<file path="src/rtl/decode_stage_packer.sv">
// IF/ID pipeline register for RV32I: packs the decode word, builds the immediate, counts squash/stall cycles.
// Define DEC_ILLEGAL_CHK_EN to add the illegal-opcode check and the sticky D_illegal flag.
module decode_stage_packer #(
  parameter int XLEN  = 32,
  parameter int CNT_W = 16
) (
  input  logic             clk,
  input  logic             rst,
  input  logic [31:0]      F_inst,
  input  logic [XLEN-1:0]  F_pc,
  input  logic             stall,
  input  logic             next_pc_sel,
  output logic [23:0]      D_out,
  output logic [31:0]      D_inst,
  output logic [XLEN-1:0]  D_pc,
  output logic [XLEN-1:0]  D_imm,
  output logic             D_valid,
  output logic [CNT_W-1:0] squash_cnt,
  output logic [CNT_W-1:0] stall_cnt,
  output logic             D_illegal
);

  localparam logic [31:0] NOP    = 32'h0000_0013;
  localparam logic [23:0] BUBBLE = 24'h00_0004;

  typedef enum logic [4:0] {
    OP_LOAD   = 5'b00000,
    OP_OPIMM  = 5'b00100,
    OP_AUIPC  = 5'b00101,
    OP_STORE  = 5'b01000,
    OP_OP     = 5'b01100,
    OP_LUI    = 5'b01101,
    OP_BRANCH = 5'b11000,
    OP_JALR   = 5'b11001,
    OP_JAL    = 5'b11011
  } opcode_e;

  typedef struct packed {
    logic       inst30;
    logic [4:0] rs2;
    logic [4:0] rs1;
    logic [2:0] funct3;
    logic [4:0] rd;
    logic [4:0] opcode;
  } dec_word_t;

  dec_word_t   fields;
  logic        illegal;
  logic [31:0] imm32;

  // NOTE: sequential state uses non-blocking (<=) so every register samples pre-edge values.
  always_ff @(posedge clk) begin
    if (rst) begin
      D_inst     <= NOP;
      D_pc       <= '0;
      D_valid    <= 1'b0;
      squash_cnt <= '0;
      stall_cnt  <= '0;
    end else if (!next_pc_sel) begin
      D_inst  <= NOP;
      D_pc    <= F_pc;
      D_valid <= 1'b0;
      if (squash_cnt != '1) squash_cnt <= squash_cnt + 1'b1;
    end else if (stall) begin
      if (stall_cnt != '1) stall_cnt <= stall_cnt + 1'b1;
    end else begin
      D_inst  <= F_inst;
      D_pc    <= F_pc;
      D_valid <= 1'b1;
    end
  end

`ifdef DEC_ILLEGAL_CHK_EN
  logic known_op;
  logic illegal_q;

  always_comb begin
    known_op = 1'b0;
    case (D_inst[6:2])
      OP_LOAD, OP_OPIMM, OP_AUIPC, OP_STORE, OP_OP,
      OP_LUI, OP_BRANCH, OP_JALR, OP_JAL: known_op = 1'b1;
      default:                            known_op = 1'b0;
    endcase
    illegal = D_valid && ((D_inst[1:0] != 2'b11) || !known_op);
  end

  // Sticky until reset: latches any illegal instruction that reached D.
  always_ff @(posedge clk) begin
    if (rst)          illegal_q <= 1'b0;
    else if (illegal) illegal_q <= 1'b1;
  end

  assign D_illegal = illegal_q;
`else
  assign illegal   = 1'b0;
  assign D_illegal = 1'b0;
`endif

  // NOTE: every always_comb output gets a default first so no path leaves it unassigned (no latch).
  always_comb begin
    fields = '{inst30: D_inst[30], rs2: D_inst[24:20], rs1: D_inst[19:15],
               funct3: D_inst[14:12], rd: D_inst[11:7], opcode: D_inst[6:2]};
    D_out  = fields;
    // Redirect squashes in the same cycle so the Controller never latches a wrong-path op into E.
    if (!next_pc_sel || !D_valid || illegal) D_out = BUBBLE;
  end

  always_comb begin
    imm32 = '0;
    case (D_inst[6:2])
      OP_LOAD, OP_OPIMM, OP_JALR:
        imm32 = {{20{D_inst[31]}}, D_inst[31:20]};
      OP_STORE:
        imm32 = {{20{D_inst[31]}}, D_inst[31:25], D_inst[11:7]};
      OP_BRANCH:
        imm32 = {{19{D_inst[31]}}, D_inst[31], D_inst[7], D_inst[30:25], D_inst[11:8], 1'b0};
      OP_LUI, OP_AUIPC:
        imm32 = {D_inst[31:12], 12'h000};
      OP_JAL:
        imm32 = {{11{D_inst[31]}}, D_inst[31], D_inst[19:12], D_inst[20], D_inst[30:21], 1'b0};
      default:
        imm32 = '0;
    endcase
    if (illegal) imm32 = '0;
  end

  assign D_imm = XLEN'($signed(imm32));

endmodule

</file>
<file path="config.mk">
export PLATFORM = sky130hd
export DESIGN_NAME = decode_stage_packer
export DESIGN_NICKNAME = d
export VERILOG_FILES = /design/src/rtl/decode_stage_packer.sv
export SDC_FILE = /design/constraint.sdc
export NUM_CORES = 1
export LEC_CHECK = 0
export BUFFER_PORTS_ARGS = -buffer_cell sky130_fd_sc_hd__buf_2
export CORE_MARGIN = 3
export CORE_UTILIZATION = 45
export CTS_BUF_LIST = sky130_fd_sc_hd__clkbuf_8
export DETAILED_ROUTE_END_ITERATION = 6
export GPL_TIMING_DRIVEN = 0
export HOLD_SLACK_MARGIN = 0.08
export PLACE_DENSITY = 0.78
export RECOVER_POWER = 100
export SYNTH_ARGS = -nofsm -noshare
export SYNTH_HDL_FRONTEND = slang
export SYNTH_SLANG_ARGS = --single-unit
</file>
<file path="constraint.sdc">
create_clock -name clk -period 2.36 [get_ports clk]
set_clock_uncertainty 0.2 [all_clocks]
set_input_delay 0.236 -clock clk [delete_from_list [all_inputs] [get_ports clk]]
set_output_delay 0.236 -clock clk [all_outputs]
set_load 0.02 [all_outputs]
</file>
==> run metrics <==
status complete, no violations; count of pins over their slew limit 0; number of buffers added on ports 220; FF+latch count, synth 97; CP arrival 1.86 ns; Initial DRC Count between 300 and 400; max-cap violations 0; share of Yosys cell area claimed by the top area cell type 43.72%; Via-to-Cell Ratio 5.370; Placer Congestion 0.8951; Final #Nets 903; Mean Syn Cell Area 8.256 µm²; Switching Power 0.9862 mW; I/O Pins 222; CTS tree done; Post-Layout Cell Count roughly 970; Layout area overhead 47.97%; area occupied by multi-input gates between 2000 and 2500 µm²; synthesized area 4442 µm²; Worst Setup Start Kind register; GRT Overall Usage 26.93%; routed via count 5193; total CTS buffers 9; Detail Route Antenna Nets 0; Least-Margin Pin Slew 0.7656 ns; Power Density 520.1 nW/µm²; post-DP HPWL 10530 µm; leakage power 3.134 nW; Post-synth EDFFs 0; Slowest-stage cell, CP dfxtp_4; Post-DP Area 5704 µm²; largest area contributor in the netlist dfxtp_1; die height 105.4 µm; final core occ 69.81%; DR WL/cell ~16 µm; htree depth 3; CP Class register to primary output; Synth Warn # 0; Bufs on Longest Clock Path 2; setup tns final 0 ns; pre-CTS setup slack -0.2619 ns; max incr delay on CP 0.39 ns; worst rel slew slack about half; Fin Hold WS 0.1761 ns; Worst-path clk slew approximately 0.090 ns; worst-path maximum fanout 10; share of layout cells above drive strength 1 about 25%; register area 1958 µm²; Initial Util 47.18%; Fill cells 749; Ant. Diodes 0; router iterations before antenna repair 5; most frequent cells after synthesis nand2_1 (99), dfxtp_1 (97), a21oi_1 (58); CP top delay family simple AND/OR/NAND/NOR gates; core area 9415 µm²; Hold Fails Final Rpt 0; largest net degree at the start of global routing 18; worst hold path type input pin to register; final setup fails 0; GRT overflow 0; most used flip-flop cell after synthesis dfxtp_1; post-route cell area 6573 µm²; sequential power share between 50 and 60%; number of core rows 35; top-count cell post-synth nand2_1; total power draw approximately 3.4 mW; Horiz. Die Dim between 100 and 150 µm; Post-Synthesis Cells 538; CP endpoint kind primary output; Req. time, crit path 1.92 ns; Bufs and invs on worst path 2; Final Cycle Share 97.26%; sequential cell area fraction in the yosys report 43.72%; global-route wire length before repair 24720 µm; clock network fraction of total power 32.5%; crit path cell chain nand4b_1 -> a21boi_2 -> nand2b_1 -> clkbuf_4 -> nand2_1 -> buf_2; antenna violations before repair 0; CTS sink cnt 97; Final min period ~2.3 ns; die area 11100 µm²; logic gate share of total power 16.3%; Post-Syn Nets 608; Routed WL around 15000 µm; vias in the first global route 5014; Skew-Pair Late Insertion Delay 0.37 ns; ys async rst share 0%; CTS Root Cell clkbuf_8; Internal about 2.4 mW; final worst setup slack 0.06455 ns; DRC 0; VDD IR max 0.0003169 V; Area contributors post-synth dfxtp_1 (44%), nand2_1 (8.4%), mux2i_1 (7.0%), a21oi_1 (6.5%), nor2_1 (3.5%); Highest Clock Rate 435.6 MHz; synth unique cells 53; dpl cells 887; sw frac between 20% and 30%
state kept, by name (all words and copies together) (netlist names):
signal,flops
D_valid,1
squash_cnt,16
stall_cnt,16
D_inst,32
D_pc,32
path summary, 6_finish.rpt:
path / startpoint / end / slack (ns) / cells after the start
setup / recovery: D_inst[4] / D_imm[28] / 0.06 / 6
setup reg to reg: stall_cnt[0] / stall_cnt[10] / 0.10 / 6
hold / removal: stall / stall_cnt[0] / 0.18 / 4
hold reg to reg: D_pc[1] / D_pc[1] / 0.26 / 2
layer usage:
metal | GRT usage [%] | wire (µm)
met1 | 32.67 | 6167
met2 | 45.40 | 7842
met3 | 5.940 | 954
met4 | 12.28 | 431
met5 | 0 | 0
logic make-up after synthesis:
group | Yosys count | share of synthesized area (%)
AND/OR/NAND/NOR | 243 | 27.77
AO/OA/AOI/OAI | 111 | 15.38
flip-flops | 97 | 43.72
buffers and inverters | 47 | 4.253
multiplexers | 32 | 7.239
XOR/XNOR | 5 | 0.9859
adder cells (fa/ha/maj) | 2 | 0.5633
other | 1 | 0.08443
cell usage in the layout (no fill, tap or decap), drive strengths merged, types with 3 or more instances in the layout:
cell and instances:
and4 5, a21o 8, inv 11, a22o 5
nor2b 14, a21oi 58, xnor2 4, buf 177
clkbuf 91, and2 3, and3 26, a211o 3
nand2 99, mux2i 31, or2 3, a31oi 3
dfxtp 97, or3 10, o21ai 9, nand4 7
dlygate4sd3 65, o31ai 13, nand3 7, nor2 42
or4 13, o41ai 3, nor4 3, nor3 3
power by group through the flow:
stage          logic, mW  clock network (mW)  registers, mW
2_1_floorplan      0.212                   0           1.84
3_3_place_gp       0.458                   0           1.78
3_5_place_dp       0.468                   0           1.78
4_1_cts            0.554                1.12           1.75
5_1_grt            0.598                1.19           1.76
6_report           0.557                1.11           1.75
layout make-up:
type | count | share of cell area (%)
buffer | 36 | 2.361
clock buffer | 9 | 1.885
clock inverter | 7 | 1.161
inverter | 7 | 0.3998
multi-input combinational | 394 | 36.04
sequential | 97 | 29.79
tap | 129 | 2.456
timing repair buffer | 288 | 25.91
worst reg2reg max path: stages, from the launching register on:
cell and delay [ns]:
dfxtp_1 0.44, ha_1 0.20, nand3_1 0.15, or2_2 0.32, buf_2 0.18, nor4_2 0.32, mux2_2 0.36
repair_timing:
action / CTS / global route
hold buffers: 65 / 0
pin swaps: 2 / 3
hold endpoints to repair: 65 / 0
buffers inserted: 1 / 2
resized for setup: 14 / 12
setup endpoints to repair: 32 / 30
cloned: 0 / 0
No activity file was read; power rests on OpenSTA's default activity.
